--- src/rtl/encoder_viterbi_dec_if.sv ---
// encoder_viterbi_dec_if: symbol-in / bit-out handshake bundle for the Viterbi decoder
//   K/in_valid/xk/zk/in_ready : block length and received symbol pairs into the decoder
//   out_valid/out_ready/out_bit/out_last/pm_final : decoded bits out, final state-0 metric
//   k_err : pulse when a block start carries an illegal K
interface encoder_viterbi_dec_if;
  logic [6:0] K;
  logic       in_valid, xk, zk, in_ready;
  logic       out_valid, out_ready, out_bit, out_last, k_err;
  logic [7:0] pm_final;
  modport master (output K, in_valid, xk, zk, out_ready,
                  input  in_ready, out_valid, out_bit, out_last, pm_final, k_err);
  modport slave  (input  K, in_valid, xk, zk, out_ready,
                  output in_ready, out_valid, out_bit, out_last, pm_final, k_err);
endinterface

--- src/rtl/encoder_viterbi_dec.sv ---
// encoder_viterbi_dec: hard-decision Viterbi decoder for the 8-state RSC code with 3-step tail
//   clk    : rising-edge clock
//   aclr_n : synchronous active-low reset
//   bus    : slave side of encoder_viterbi_dec_if (symbol input, decoded bit output, k_err)
module encoder_viterbi_dec #(
  parameter int KMAX = 64
) (
  input logic                   clk,
  input logic                   aclr_n,
  encoder_viterbi_dec_if.slave  bus
);
  localparam int SW = $clog2(KMAX + 3);
  localparam logic [6:0] KMAX7 = 7'(KMAX);
  typedef enum logic [1:0] {IDLE, ACS, TRACE, OUT} state_t;
  state_t          r_state, w_next;
  logic [6:0]      r_k, w_k;
  logic [SW-1:0]   r_step, r_idx, w_ks;
  logic [2:0]      r_cur;
  logic [7:0]      r_pm [8];
  logic [7:0]      w_pm_src [8];
  logic [7:0]      w_pm_new [8];
  logic [7:0]      w_m0 [8];
  logic [7:0]      w_m1 [8];
  logic [7:0]      w_surv;
  logic [7:0]      r_surv [KMAX+3];
  logic            r_buf [KMAX+3];
  logic [7:0]      r_pm_final;
  logic            r_kerr, w_k_ok, w_acc, w_tail, w_last_step, w_xfer, w_out_last, w_p;
  // saturating path extension: metric plus Hamming distance of received vs expected pair
  function automatic logic [7:0] f_path(input logic [7:0] pm, input logic rx, rz, ex, ez);
    logic [8:0] s;
    s = {1'b0, pm} + 9'(rx ^ ex) + 9'(rz ^ ez);
    return s[8] ? 8'hff : s[7:0];
  endfunction
  assign w_k         = (r_state == IDLE) ? bus.K : r_k;
  assign w_ks        = SW'(w_k);
  assign w_k_ok      = bus.K != 7'd0 && bus.K <= KMAX7;
  assign w_acc       = bus.in_valid && (r_state == ACS || (r_state == IDLE && w_k_ok));
  assign w_tail      = r_step >= w_ks;
  assign w_last_step = r_step == w_ks + SW'(2);
  assign w_out_last  = r_idx == w_ks - SW'(1);
  assign w_xfer      = r_state == OUT && bus.out_ready;
  assign w_p         = r_surv[r_step][r_cur];
  assign bus.in_ready  = r_state == IDLE || r_state == ACS;
  assign bus.out_valid = r_state == OUT;
  assign bus.out_bit   = (r_state == OUT) ? r_buf[r_idx] : 1'b0;
  assign bus.out_last  = r_state == OUT && w_out_last;
  assign bus.pm_final  = r_pm_final;
  assign bus.k_err     = r_kerr;
  // Predecessors of next state n are {n.q1,n.q2,p}; expected pair is x=n.q0^n.q2^p, z=n.q0^n.q1^p.
  // During the tail fb is forced 0, so states with n.q0=1 are unreachable.
  always_comb begin
    for (int i = 0; i < 8; i++) w_pm_src[i] = (r_state == IDLE) ? ((i == 0) ? 8'h00 : 8'hff) : r_pm[i];
    for (int n = 0; n < 8; n++) begin
      w_m0[n]     = f_path(w_pm_src[{n[1:0], 1'b0}], bus.xk, bus.zk, n[2] ^ n[0], n[2] ^ n[1]);
      w_m1[n]     = f_path(w_pm_src[{n[1:0], 1'b1}], bus.xk, bus.zk, ~(n[2] ^ n[0]), ~(n[2] ^ n[1]));
      w_surv[n]   = (w_tail && n[2]) ? 1'b0 : (w_m1[n] < w_m0[n]);
      w_pm_new[n] = (w_tail && n[2]) ? 8'hff : (w_surv[n] ? w_m1[n] : w_m0[n]);
    end
  end
  always_comb begin
    w_next = r_state;
    unique case (r_state)
      IDLE:  w_next = w_acc ? ACS : IDLE;
      ACS:   w_next = (w_acc && w_last_step) ? TRACE : ACS;
      TRACE: w_next = (r_step == '0) ? OUT : TRACE;
      OUT:   w_next = (w_xfer && w_out_last) ? IDLE : OUT;
    endcase
  end
  always_ff @(posedge clk) begin
    if (!aclr_n) r_state <= IDLE;
    else         r_state <= w_next;
  end
  always_ff @(posedge clk) begin
    if (!aclr_n) begin
      r_k        <= '0;
      r_step     <= '0;
      r_idx      <= '0;
      r_cur      <= '0;
      r_pm_final <= '0;
      r_kerr     <= 1'b0;
      for (int i = 0; i < 8; i++) r_pm[i] <= (i == 0) ? 8'h00 : 8'hff;
    end else begin
      r_kerr <= r_state == IDLE && bus.in_valid && !w_k_ok;
      if (w_acc) begin
        for (int i = 0; i < 8; i++) r_pm[i] <= w_pm_new[i];
        if (r_state == IDLE) r_k <= bus.K;
        if (w_last_step) begin
          r_pm_final <= w_pm_new[0];
          r_cur      <= '0;
        end else r_step <= r_step + SW'(1);
      end
      // trace walks r_step back from K+2 to 0, leaving it at 0 for the next block
      if (r_state == TRACE) begin
        r_cur <= {r_cur[1:0], w_p};
        if (r_step != '0) r_step <= r_step - SW'(1);
      end
      if (w_xfer) r_idx <= w_out_last ? '0 : r_idx + SW'(1);
    end
  end
  always_ff @(posedge clk) begin
    if (w_acc) r_surv[r_step] <= w_surv;
    if (r_state == TRACE && w_tail == 1'b0) r_buf[r_step] <= r_cur[2] ^ r_cur[0] ^ w_p;
  end
endmodule
--- src/flat_wrapper.sv ---
// flat-port wrapper written by rule: the top's interface ports become plain ports
module encoder_viterbi_dec_flat 
#(
  parameter int KMAX = 64
)
  (clk, aclr_n, bus_K, bus_in_valid, bus_xk, bus_zk, bus_out_ready, bus_in_ready, bus_out_valid, bus_out_bit, bus_out_last, bus_pm_final, bus_k_err);
  encoder_viterbi_dec_if bus_i ();
  input logic clk;
  input logic aclr_n;
  input wire logic [$bits(bus_i.K)-1:0] bus_K;
  input wire logic [$bits(bus_i.in_valid)-1:0] bus_in_valid;
  input wire logic [$bits(bus_i.xk)-1:0] bus_xk;
  input wire logic [$bits(bus_i.zk)-1:0] bus_zk;
  input wire logic [$bits(bus_i.out_ready)-1:0] bus_out_ready;
  output wire logic [$bits(bus_i.in_ready)-1:0] bus_in_ready;
  output wire logic [$bits(bus_i.out_valid)-1:0] bus_out_valid;
  output wire logic [$bits(bus_i.out_bit)-1:0] bus_out_bit;
  output wire logic [$bits(bus_i.out_last)-1:0] bus_out_last;
  output wire logic [$bits(bus_i.pm_final)-1:0] bus_pm_final;
  output wire logic [$bits(bus_i.k_err)-1:0] bus_k_err;
  assign bus_i.K = bus_K;
  assign bus_i.in_valid = bus_in_valid;
  assign bus_i.xk = bus_xk;
  assign bus_i.zk = bus_zk;
  assign bus_i.out_ready = bus_out_ready;
  assign bus_in_ready = bus_i.in_ready;
  assign bus_out_valid = bus_i.out_valid;
  assign bus_out_bit = bus_i.out_bit;
  assign bus_out_last = bus_i.out_last;
  assign bus_pm_final = bus_i.pm_final;
  assign bus_k_err = bus_i.k_err;
  encoder_viterbi_dec #(.KMAX(KMAX)) u_core (.clk(clk), .aclr_n(aclr_n), .bus(bus_i));
endmodule
--- config.mk ---
export PLATFORM = sky130hd
export DESIGN_NAME = encoder_viterbi_dec_flat
export DESIGN_NICKNAME = d
export VERILOG_FILES = /design/src/rtl/encoder_viterbi_dec_if.sv /design/src/rtl/encoder_viterbi_dec.sv /design/src/flat_wrapper.sv
export SDC_FILE = /design/constraint.sdc
export NUM_CORES = 1
export LEC_CHECK = 0
export CAP_MARGIN = 10
export CORE_MARGIN = 10
export CORE_UTILIZATION = 40
export CTS_CLUSTER_DIAMETER = 50
export CTS_CLUSTER_SIZE = 12
export DETAILED_ROUTE_END_ITERATION = 10
export SYNTH_ARGS = -nofsm -noshare
export SYNTH_HDL_FRONTEND = slang
export SYNTH_SLANG_ARGS = --single-unit
export TNS_END_PERCENT = 10
--- constraint.sdc ---
create_clock -name clk -period 9.1 [get_ports clk]
set_clock_uncertainty 0.05 [all_clocks]
set_input_delay 1.365 -clock clk [delete_from_list [all_inputs] [get_ports clk]]
set_output_delay 1.365 -clock clk [all_outputs]
set_load 0.005 [all_outputs]
# ---- Word-level counts from Yosys, hierarchy flattened
# Memory sizes are Yosys's and may differ from the RTL's. A register that Yosys moved wholly into a read port is not among the register bits.
# Cells that the tools add are included.
dict set report totals {
  reg_bits 35
  ramBits 667
  input_bits 13
  output_inout_bits 13
  elab_cells 172
  memories 3
}
dict set report op_classes {
  add_sub_neg 37
  n_lt_le_gt_ge 11
  n_eq_ne 5
  mux 75
  n_bitwise 13
  reduce_logical 21
}
# memory depth word_bits rd rd_ports_with_merged_regs wr line
set memory_table {}
lappend memory_table {u_core.r_surv 67 8 1 1 1 encoder_viterbi_dec.sv:25} ;# logic [7:0] r_surv [KMAX+3];
lappend memory_table {u_core.r_buf 67 1 1 1 1 encoder_viterbi_dec.sv:26} ;# logic r_buf [KMAX+3];
lappend memory_table {u_core.r_pm 8 8 8 0 8 encoder_viterbi_dec.sv:19} ;# logic [7:0] r_pm [8];
# cell n
set op_table {}
lappend op_table {{$mux W8} 44}
lappend op_table {{$add A8 B1 Y9} 16}
lappend op_table {{$add A9 B1 Y9} 16}
lappend op_table {{$lt A8 B8 Y1} 8}
lappend op_table {{$mux W7} 9}
lappend op_table {{$mux W1} 15}
lappend op_table {{$add A7 B1 Y7 const B} 2}
lappend op_table {{$eq A7 B7 Y1} 2}
lappend op_table {{$reduce_bool A7 Y1} 2}
lappend op_table {{$sub A7 B1 Y7 const B} 2}
lappend op_table {{$logic_and A1 B1 Y1} 10}
lappend op_table {{$mux W3} 3}
lappend op_table {{$or A1 B1 Y1} 8}
lappend op_table {{$pmux W2 S4} 1}
lappend op_table {{$add A7 B2 Y7 const B} 1}
lappend op_table {{$ge A7 B7 Y1} 1}
lappend op_table {{$le A7 B7 Y1 const B} 1}
lappend op_table {{$logic_not A7 Y1} 1}
lappend op_table {{$eq A2 B2 Y1 const B} 2}
lappend op_table {{$lt A3 B4 Y1 const B} 1}
lappend op_table {{$mux W2} 2}
lappend op_table {{$reduce_and A2 Y1} 2}
lappend op_table {{$reduce_bool A2 Y1} 2}
lappend op_table {{$bmux W1 S3} 1}
lappend op_table {{other kinds (6)} 10}

# ---- Logic depth before layout (Yosys ltp)
# Gate-level depths: netlist of run 1.
dict set report logic_depth {
  depth_word 10
  mapped_depth 27
  mapped_depth_nobuf 20
}

# ---- Worst setup path after synthesis of run 1
# Ideal clock, no wire load.
dict set report synth_path {
  path_kind {reg2reg}
  start {reg u_core.r_state[0]}
  end {mem u_core.r_pm[4][6], in the netlist u_core.r_pm[0][38] (data pin)}
  setup_time_ns 0.341
  t_arrival_ns 6.113
  t_required_ns 8.709
  slack_ns 2.597
  stages_incl_launch_ff 24
  n_path_buf 7
  period_less_slack_ns 6.503
  path_cell_list {dfxtp_1 > buf_6 > buf_4 > or2_2 > buf_2 > clkbuf_1 > clkbuf_1 > buf_1 > nand2_1 > xnor2_1 > ha_1 > a31o_2 > ha_1 > o2111ai_1 > nor2_1 > nor2_1 > ha_1 > a21o_1 > a21oi_1 > nor2b_1 > or4_1 > clkbuf_1 > nor2_1 > o211ai_1}
}
# item line
set synth_rtl {}
lappend synth_rtl {{from (decl)} encoder_viterbi_dec.sv:15} ;# state_t r_state, w_next;
lappend synth_rtl {{from (signal assigned)} encoder_viterbi_dec.sv:72} ;# else r_state <= w_next;
lappend synth_rtl {{to (decl)} encoder_viterbi_dec.sv:19}

# ---- Worst setup path in the final report of run 1
dict set report layout_path {
  start {reg u_core.r_state[0]}
  end {mem u_core.r_surv[24][5] (data pin)}
}
dict set report layout_via {
  elab_chain_cells 7
  word_cells_on_any_way 13
  classes_between {4 x add/sub; 2 x order compare; 6 x mux; 1 x reduce/logical}
}
# item line
set layout_lines {}
lappend layout_lines {{$logic_not A2 Y1 (*)} {encoder_viterbi_dec.sv:35, encoder_viterbi_dec.sv:53}}
lappend layout_lines {{$mux W8} encoder_viterbi_dec.sv:53} ;# for (int i = 0; i < 8; i++) w_pm_src[i] = (r_state == IDLE) ? ((i == 0) ? 8'h00 : 8'hff) : r_pm[i];
lappend layout_lines {{$add A8 B1 Y9} encoder_viterbi_dec.sv:32} ;# s = {1'b0, pm} + 9'(rx ^ ex) + 9'(rz ^ ez);
lappend layout_lines {{$add A9 B1 Y9} encoder_viterbi_dec.sv:32}
lappend layout_lines {{$mux W8} encoder_viterbi_dec.sv:33} ;# return s[8] ? 8'hff : s[7:0];
lappend layout_lines {{$lt A8 B8 Y1} encoder_viterbi_dec.sv:57} ;# w_surv[n] = (w_tail && n[2]) ? 1'b0 : (w_m1[n] < w_m0[n]);
lappend layout_lines {{$mux W1 (*)} encoder_viterbi_dec.sv:57}
lappend layout_lines {{named net u_core.w_surv[5]} encoder_viterbi_dec.sv:24} ;# logic [7:0] w_surv;
lappend layout_lines {{to (decl)} encoder_viterbi_dec.sv:25}
# Mark *: on every way through the listed nets, which the timed path passes. The rest lies on a longest branch.

==> results of run 1 <==
cell type report:
cell class / instances / area share [%]
sequential: 709 / 54.2
multi-input combinational: 1748 / 33.1
clock buffer: 97 / 5.69
tap: 1144 / 3.71
timing repair buffer: 82 / 1.76
inverter: 59 / 0.575
clock inverter: 30 / 0.925
power by group through the flow:
| stage | Combinational, mW | Clock (mW) | Sequential, mW |
|---|---|---|---|
| 2_1_floorplan | 0.874 | 0 | 4.07 |
| 3_3_place_gp | 1.35 | 0 | 4.08 |
| 3_5_place_dp | 1.39 | 0 | 4.08 |
| 4_1_cts | 1.39 | 3.22 | 4.01 |
| 5_1_grt | 1.53 | 3.35 | 4.02 |
| 6_report | 1.41 | 3.18 | 4.02 |
worst paths after layout:
check,cells past startpoint,slack (ps),start,end
max,14,2640,u_core.r_state[0],u_core.r_surv[24][5]
min,2,450,u_core.r_k[0],u_core.r_k[0]
max reg2reg,14,2640,u_core.r_state[0],u_core.r_surv[24][5]
min reg2reg,2,450,u_core.r_k[0],u_core.r_k[0]
registers in the layout (all words and copies together) (netlist names), named ones only:
signal and flops:
u_core.r_state 2, u_core.r_surv 536, u_core.r_buf 67, u_core.r_pm 64, u_core.r_idx 7, u_core.r_cur 3
u_core.r_step 7, u_core.bus.pm_final 8, u_core.bus.k_err 1, u_core.r_k 7
cell families after synthesis:
group | after synthesis | synth area share [%]
simple gates | 760 | 10.7
flops | 709 | 60.5
compound gates | 658 | 13.8
buf+inv | 208 | 2.71
mux | 176 | 6.83
fa+ha+maj | 105 | 4.20
xor+xnor | 49 | 1.24
synthesized netlist by cell type, types with 10 or more instances:
master	count
sky130_fd_sc_hd__or2_2	10
sky130_fd_sc_hd__fa_1	18
sky130_fd_sc_hd__o2111ai_1	13
sky130_fd_sc_hd__xnor2_1	33
sky130_fd_sc_hd__buf_1	10
sky130_fd_sc_hd__and2_1	31
sky130_fd_sc_hd__nand2b_1	44
sky130_fd_sc_hd__a311oi_1	16
sky130_fd_sc_hd__nor3_1	63
sky130_fd_sc_hd__a21oi_1	88
sky130_fd_sc_hd__mux4_2	41
sky130_fd_sc_hd__and3_1	15
sky130_fd_sc_hd__inv_1	58
sky130_fd_sc_hd__o21a_1	20
sky130_fd_sc_hd__o211ai_1	29
sky130_fd_sc_hd__nor2_1	268
sky130_fd_sc_hd__nor2b_1	15
sky130_fd_sc_hd__xor2_1	16
sky130_fd_sc_hd__nand3_1	51
sky130_fd_sc_hd__a221oi_1	42
sky130_fd_sc_hd__ha_1	87
sky130_fd_sc_hd__nand2_1	164
sky130_fd_sc_hd__a31oi_1	26
sky130_fd_sc_hd__edfxtp_1	667
sky130_fd_sc_hd__nand4_1	21
sky130_fd_sc_hd__mux2i_1	73
sky130_fd_sc_hd__dfxtp_1	42
sky130_fd_sc_hd__a221o_1	34
sky130_fd_sc_hd__and4_1	18
sky130_fd_sc_hd__nor4_1	11
sky130_fd_sc_hd__a21o_1	23
sky130_fd_sc_hd__a21boi_0	42
sky130_fd_sc_hd__o2bb2ai_1	14
sky130_fd_sc_hd__a22o_1	11
sky130_fd_sc_hd__buf_2	53
sky130_fd_sc_hd__or3_1	11
sky130_fd_sc_hd__o21ai_0	119
sky130_fd_sc_hd__mux2_2	61
sky130_fd_sc_hd__buf_4	13
sky130_fd_sc_hd__a22oi_1	42
sky130_fd_sc_hd__a211oi_1	32
sky130_fd_sc_hd__clkbuf_1	68
critical path: stages, from the launching register on:
cell	delay [ps]
sky130_fd_sc_hd__dfxtp_1	900
sky130_fd_sc_hd__or2_2	730
sky130_fd_sc_hd__buf_4	510
sky130_fd_sc_hd__nand2b_1	190
sky130_fd_sc_hd__fa_1	470
sky130_fd_sc_hd__ha_1	250
sky130_fd_sc_hd__o211ai_1	270
sky130_fd_sc_hd__nand2_1	190
sky130_fd_sc_hd__ha_1	350
sky130_fd_sc_hd__a21o_1	180
sky130_fd_sc_hd__a21o_1	180
sky130_fd_sc_hd__a221oi_1	350
sky130_fd_sc_hd__o21ai_1	350
sky130_fd_sc_hd__nor2_4	690
sky130_fd_sc_hd__buf_4	510
routing by layer:
layer	track usage [%]	wire, um
met3	3.21	7610
met5	0	0
met2	31.7	46800
met1	27.1	42500
met4	7.23	3440
stage by stage:
step / hold slack (ps) / power, mW / instance area, um^2
after floorplan: 425 / 4.94 / 34500
after global placement: 437 / 5.43 / 36000
after global routing: 480 / 8.90 / 38500
after CTS: 452 / 8.63 / 38500
after detailed placement: 440 / 5.47 / 36000
final: 451 / 8.60 / 38500
==> reports/summary.md, run 1 <==
Counting the fill cells in the layout gives 7733. The design internal power is 6.18 mW. The mean cell area of the mapped netlist works out to 12.9 um^2. Input and output buffers added on the ports amount to 25. At the worst endpoint, the required time is 9440 ps.

The tools report the final net count as 2801. The tools report the starting density of the core as 40.4%. STA classifies the critical path endpoint as a flop. The post-CTS repair timing setup buffer count is 0, and the number of flip-flops and latches in the synthesized netlist is 709. The flow ran to the end, and the final reports show no timing, DRC or antenna violations. The run gives 0 as the number of failing setup endpoints in the final timing report.

The share of post-route cells with drive strength above 1 works out to 11.9%. For the gate count of the mapped netlist, the log shows 2665. Summed over its instances, the top area cell type makes up 58.1% of the synthesized netlist area. Across all setup checks in the final design, the least slack found is 2640 ps. The class of the tightest hold or removal check was reg -> reg. After synthesis, the share of flip-flops with an asynchronous set or reset is 0%. 0 antenna diodes ended up in the layout.

Post-layout utilization of the core: 45.1%. The tools report the arrival time of the worst setup path as 6800 ps. The biggest area contributor in the post-synthesis netlist is sky130_fd_sc_hd__edfxtp_1. The analysis attributes to net switching a power of 2.42 mW. The tools report the register area share after synthesis as 60.5%. Relative to the synthesized area, the layout overhead comes to 11.7%.

Global routing used 19.9% of the available tracks across all layers. For the area of combinational cells with multiple inputs, the log shows 0.0128 mm^2. Counting flops with a built-in enable in the synthesized netlist gives 667. Leakage power figure: 12.3 nW. At the pin with the least slew margin, the transition time is 1210 ps. During I/O placement, the number of pins put on the boundary was 26. The count of synthesis-stage warnings from yosys is 0. TritonCTS built the clock tree. The first global-routing pass estimated 151000 um of wire. Based on the critical path, the design can be clocked at up to 155 MHz.

For this run, the leading register cell type out of synthesis is sky130_fd_sc_hd__edfxtp_1. Max-cap violations in this run came to 0. Synthesis instantiated 96 different standard cells from the library. The total area inside the core boundary comes to 0.0854 mm^2.

Startpoint type of the worst setup path: a flop. The number of nets handed over by synthesis was 2783. Setup repair after global routing left no endpoint under its margin. The library cell used most frequently in the layout, excluding fill and tap cells, is sky130_fd_sc_hd__edfxtp_1.

The die boundary width is 314 um, and the area occupied by registers is 0.0209 mm^2. The wire length per cell after detailed routing is 25.9 um. In this run the tightest slew margin relative to its limit is 17.1%.

For the post-place setup slack, the log shows 2340 ps. Clock period minus worst slack: 6460 ps. The first TritonRoute pass finished after 6 iterations. In the routed design, unresolved DRC markers number 0. The count of nets left with antenna violations once routing finished came out at 0. The run gives 3742 as the number of placed instances with taps included. The run gives 1 as the number of antenna violations at the first check in global routing. Clock-pin slew was measured on the worst setup and hold paths at 60 ps. The share of the cycle needed by the critical path after routing was 71.0%. Total vias in the final route: 23600.

The number of global-route vias before repair was 23300. Measured along the y axis, the die boundary spans 314 um. Adding up every negative setup slack in the final design gives 0 ps. The total overflow left after global routing is 0. The die covers 0.0984 mm^2. The share of power burned in the clock network came out at 36.9%. For the maximum number of pins on one net before global-route repair, the log shows 73. The tree is rooted in a sky130_fd_sc_hd__clkbuf_16.

Sequential cells burn 46.7% of the power. The logs give 0 for the number of hold violations in the final report and 100000 um for the aggregate routed wire length. The cell area after synthesis was 0.0345 mm^2; the number of pins exceeding their max-slew limit in the final report was 0.

For the count of H-tree levels built during CTS, the log shows 3. After clock tree synthesis, the repair step resized 0 gates. In this run the core area contains 107 standard-cell rows. The run gives 0.165 mV as the maximum VDD drop. The run gives 83 as the number of buffers added by the clock tree synthesis step.

In the post-synthesis netlist, the biggest area contributors are sky130_fd_sc_hd__edfxtp_1 58%, sky130_fd_sc_hd__ha_1 3.2%, sky130_fd_sc_hd__nor2_1 2.9%. Once layout is complete, the cells apart from fillers number 3869. Leaving out fill and tap cells, the most frequent cells in the layout are 667 x sky130_fd_sc_hd__edfxtp_1, 262 x sky130_fd_sc_hd__nor2_1, 164 x sky130_fd_sc_hd__nand2_1. Counting every sink on the clock net gives 709. For the worst-skew pair, the clock arrives at the later sink with an insertion delay of 650 ps.

Of the total power, the share spent switching nets is 28.2%. The final HPWL from detailed placement was 65100 um. The number of hold buffers added after cts is 0. The number of vias per cell after detailed routing is 6.10. For this design the ratio of total power to cell area is 223 mW/mm^2.

Final estimated routing congestion in global placement: 0.892. Combinational logic burns 16.4% of the power. Of all nets on the critical path, the largest fanout is 40.

The maximum root-to-sink buffer count is 3, and the violation count after the first detailed-routing iteration is 2963. The critical path in this run is classified as reg -> reg.
Note: power is estimated with default switching activity, not from simulation.
==> inputs of run 2 (changes only) <==
==> constraint.sdc (replaced) <==
create_clock -name clk -period 5.39 [get_ports clk]
set_clock_uncertainty 0.05 [all_clocks]
set_input_delay 0.8085 -clock clk [delete_from_list [all_inputs] [get_ports clk]]
set_output_delay 0.8085 -clock clk [all_outputs]
set_load 0.005 [all_outputs]
==> reports/summary.md, run 2 (synthesis gave the netlist of run 1 again) <==
The flow ran to the end, and the final reports show no timing, DRC or antenna violations. The final net count is 2880 (+2.8%), and the maximum VDD drop is 0.260 mV (+58%). The count of TritonRoute iterations in the first routing pass is 8 (+2), and the largest stage delay on the critical path is 520 ps (-380 ps).

The run gives 0 (unchanged) as the final global-route overflow total. The number of vias per cell after detailed routing is 6.07 (-0.37%), and the power per cell area is 370 mW/mm^2 (+66%). For the floorplan core area, the log shows 0.0854 mm^2 (unchanged). For the total design power, the log shows 14.5 mW (+69%).

STA classifies the critical path endpoint as an output port. The sequential group share of total power came out at 46.5% (-0.2 points). The critical path buffer and inverter count was 2 (unchanged).

The global-route usage over all layers was 20.0% (+0.10 points). The share of total power in combinational logic was 17.5% (+1.1 points); the final estimated routing congestion in global placement was 0.895 (+0.28%). The type of the worst setup path is reg -> out. The post-CTS repair timing setup buffer count is 0 (unchanged), and the die boundary width is 314 um (unchanged). Share of power burned in the clock network: 36.0% (-0.9 points). The startpoint identified for the worst hold timing path is u_core.r_k[0].

The number of clock sinks seen by CTS came out at 709 (unchanged). The worst hold path terminates at u_core.r_k[0]. Aggregate routed wire length: 101000 um (+0.39%).

The run gives 1 (unchanged) as the number of antenna violations at the first check in global routing. Post-cts resize count: 0 (unchanged). The number of instances on the worst hold path is 2 (unchanged).

The run gives 24000 (+1.8%) as the total vias in the final route. Cell family with the largest share of critical-path delay: buffers and inverters. The wire length per cell after detailed routing was 25.5 um (-1.7%); the area of the die was 0.0984 mm^2 (unchanged).

Number of placed instances with taps included: 3822 (+2.1%). The count of non-filler cells in the finished layout is 3953 (+2.2%). The number of buffers added by the clock tree synthesis step came out at 82 (-1.2%). Setup repair after global routing left no endpoint under its margin.

For the final antenna-violating net count, the log shows 0 (unchanged). The violation count after the first detailed-routing iteration came out at 3064 (+3.4%). The register containing the most flip-flops in the final layout is u_core.r_surv. For the max-capacitance violation count, the log shows 0 (unchanged). The run gives 3830 ps (-2970 ps) as the arrival time of the worst setup path. The logs give 0 (unchanged) for the number of pins exceeding their max-slew limit in the final report and 650 ps (about the same) for the insertion delay to the later sink of the worst-skew pair.

The final HPWL from detailed placement was 66100 um (+1.5%); the share of the cycle needed by the critical path after routing was 87.0%. The clock transition at the registers of the reported paths came out at 60 ps (about the same). The maximum number of pins on one net before global-route repair was 73 (unchanged).

The fraction of power spent switching nets came out at 28.3% (+0.16 points). The launch point of the worst reg-to-reg path was u_core.r_state[0]. The number of flip-flops under the largest register name is 536 (unchanged), and the design internal power is 10.4 mW (+69%). The number of failing setup endpoints in the final timing report was 0 (unchanged); the number of hold violations in the final report was 0 (unchanged).

The top cell types in the final layout, fill and taps aside, are 667 x sky130_fd_sc_hd__edfxtp_1, 262 x sky130_fd_sc_hd__nor2_1, 164 x sky130_fd_sc_hd__nand2_1. The logs give 0 (unchanged) for the number of hold buffers added after cts and 0 (unchanged) for the number of diodes. The die span in y was 314 um (unchanged).

The largest registers in the layout are u_core.r_surv: 536 flops, u_core.r_buf: 67 flops, u_core.r_pm: 64 flops. The total DRC errors in the routed layout was 0 (unchanged). The count of H-tree levels built during CTS was 3 (unchanged); the switching component of the power was 4.11 mW (+70%).

The startpoint type of the worst setup path was a flop. Subtracting the final worst setup slack from the clock period gives 4690 ps. Slack of the worst reg-to-reg path: 790 ps (-1850 ps). The class of the tightest hold or removal check was reg -> reg. The run gives 4530 ps (-4910 ps) as the required time of the critical path. The logs give 46.0% (+0.89 points) for the post-layout utilization of the core and 26 (unchanged) for the total I/O pin count. The top fanout value on the critical path came out at 29 (-28%). The run gives 107 (unchanged) as the count of standard-cell rows.

The slowest cell on the critical path is sky130_fd_sc_hd__mux2i_1. In this run the critical register-to-register path is captured at u_core.r_surv[66][5]. The logs give 40.4% (unchanged) for the starting density of the core and 3 (unchanged) for the maximum root-to-sink buffer count.

The number of buffers inserted by port buffering came out at 25 (unchanged). In this run the clock root is driven by a sky130_fd_sc_hd__clkbuf_16. The commonest non-fill, non-tap cell in the layout was sky130_fd_sc_hd__edfxtp_1. The tools report the leakage power figure as 12.7 nW (+3.5%).

TritonCTS built the clock tree. The share of post-route cells with drive strength above 1 is 14.7% (+2.8 points). The first-pass GRT wire length came out at 152000 um (+0.55%).

The number of cells on the worst reg-to-reg path is 16 (+2). The signal on the critical path passes through buf_4 > nor2_4 > mux2i_1 > ha_1 > nand3_1 > xor2_1 > a211oi_1 > o221a_2 > and2_1 > clkdlybuf4s50_1. For the number of global-route vias before repair, the log shows 23600 (+1.5%). The pin slew with the least headroom to its limit is 1130 ps (-78.6 ps).

The area growth from synthesis to layout is 13.9%. The worst slew margin relative to its limit came out at 24.3% (+7.2 points). The fmax came out at 213 MHz.
[run 2: changes by cell type in the layout (fill, tap and decap cells not counted), moves of 2 or more]
cell and change:
sky130_fd_sc_hd__buf_4 +66, sky130_fd_sc_hd__buf_12 +14, sky130_fd_sc_hd__clkinvlp_4 +8, sky130_fd_sc_hd__clkbuf_16 -4
sky130_fd_sc_hd__clkbuf_8 +4, sky130_fd_sc_hd__clkinv_2 +4, sky130_fd_sc_hd__inv_6 -3, sky130_fd_sc_hd__bufinv_16 -2
sky130_fd_sc_hd__clkbuf_1 -2, sky130_fd_sc_hd__clkinv_1 -2, sky130_fd_sc_hd__clkinv_16 +2
[run 2: how the worst max path moves through the flow]
stage | start | end | slack, ps | cells past startpoint
6_report | u_core.r_state[0] | bus_out_last | 700 | 10
4_1_cts | u_core.r_state[0] | bus_out_last | 680 | 10
2_1_floorplan | u_core.r_state[0] | u_core.r_surv[0][3] | -580 | 22
5_1_grt | bus_zk | u_core.r_surv[63][0] | 370 | 19
3_5_place_dp | bus_zk | u_core.r_surv[30][0] | 90 | 19
3_3_place_gp | bus_zk | u_core.r_surv[28][0] | 170 | 20
[run 2: area by class of cell]
class,count,area (um^2)
sequential,709,20900
inverter,59,221
tap,1144,1430
timing repair buffer,162,1450
fill,7637,46100
multi-input combinational,1748,12800
clock buffer,95,2140
clock inverter,36,385
[run 2: worst min-delay path: cells and delay by family, from the launching register on]
| family | cells | cell delay [ps] |
|---|---|---|
| and+or+nand+nor | 1 | 100 |
| DFF | 1 | 310 |
| AOI/OAI and AO/OA | 1 | 50 |
[run 2: through the flow]
stage | worst slack (ps) | hold WS [ps] | instance area (um^2) | TNS (ps)
2_1_floorplan | -580 | 425 | 34500 | -70870
3_3_place_gp | 166 | 436 | 36800 | 0
5_1_grt | 368 | 463 | 39300 | 0
4_1_cts | 675 | 448 | 39300 | 0
3_5_place_dp | 87.5 | 442 | 36800 | 0
6_report | 700 | 452 | 39300 | 0
[run 2: metal layers]
layer  vias up  part of all wire, %  GRT usage (%)  routed length (um)
met4         2                  3.2           6.33                3210
met2      1057                   48           32.8               48200
met3       206                  7.3           3.29                7380
met1     12200                   42           26.8               42000
met5         -                0.015              0                  15
li1      10600                    -              -                   -
[run 2: power groups by stage]
stage          clock (mW)  combinational, mW  sequential [mW]
3_3_place_gp            0               2.44             6.86
5_1_grt              5.55               2.75             6.76
4_1_cts              5.31               2.53             6.75
3_5_place_dp            0               2.51             6.87
6_report             5.23               2.54             6.76
2_1_floorplan           0               1.48             6.86
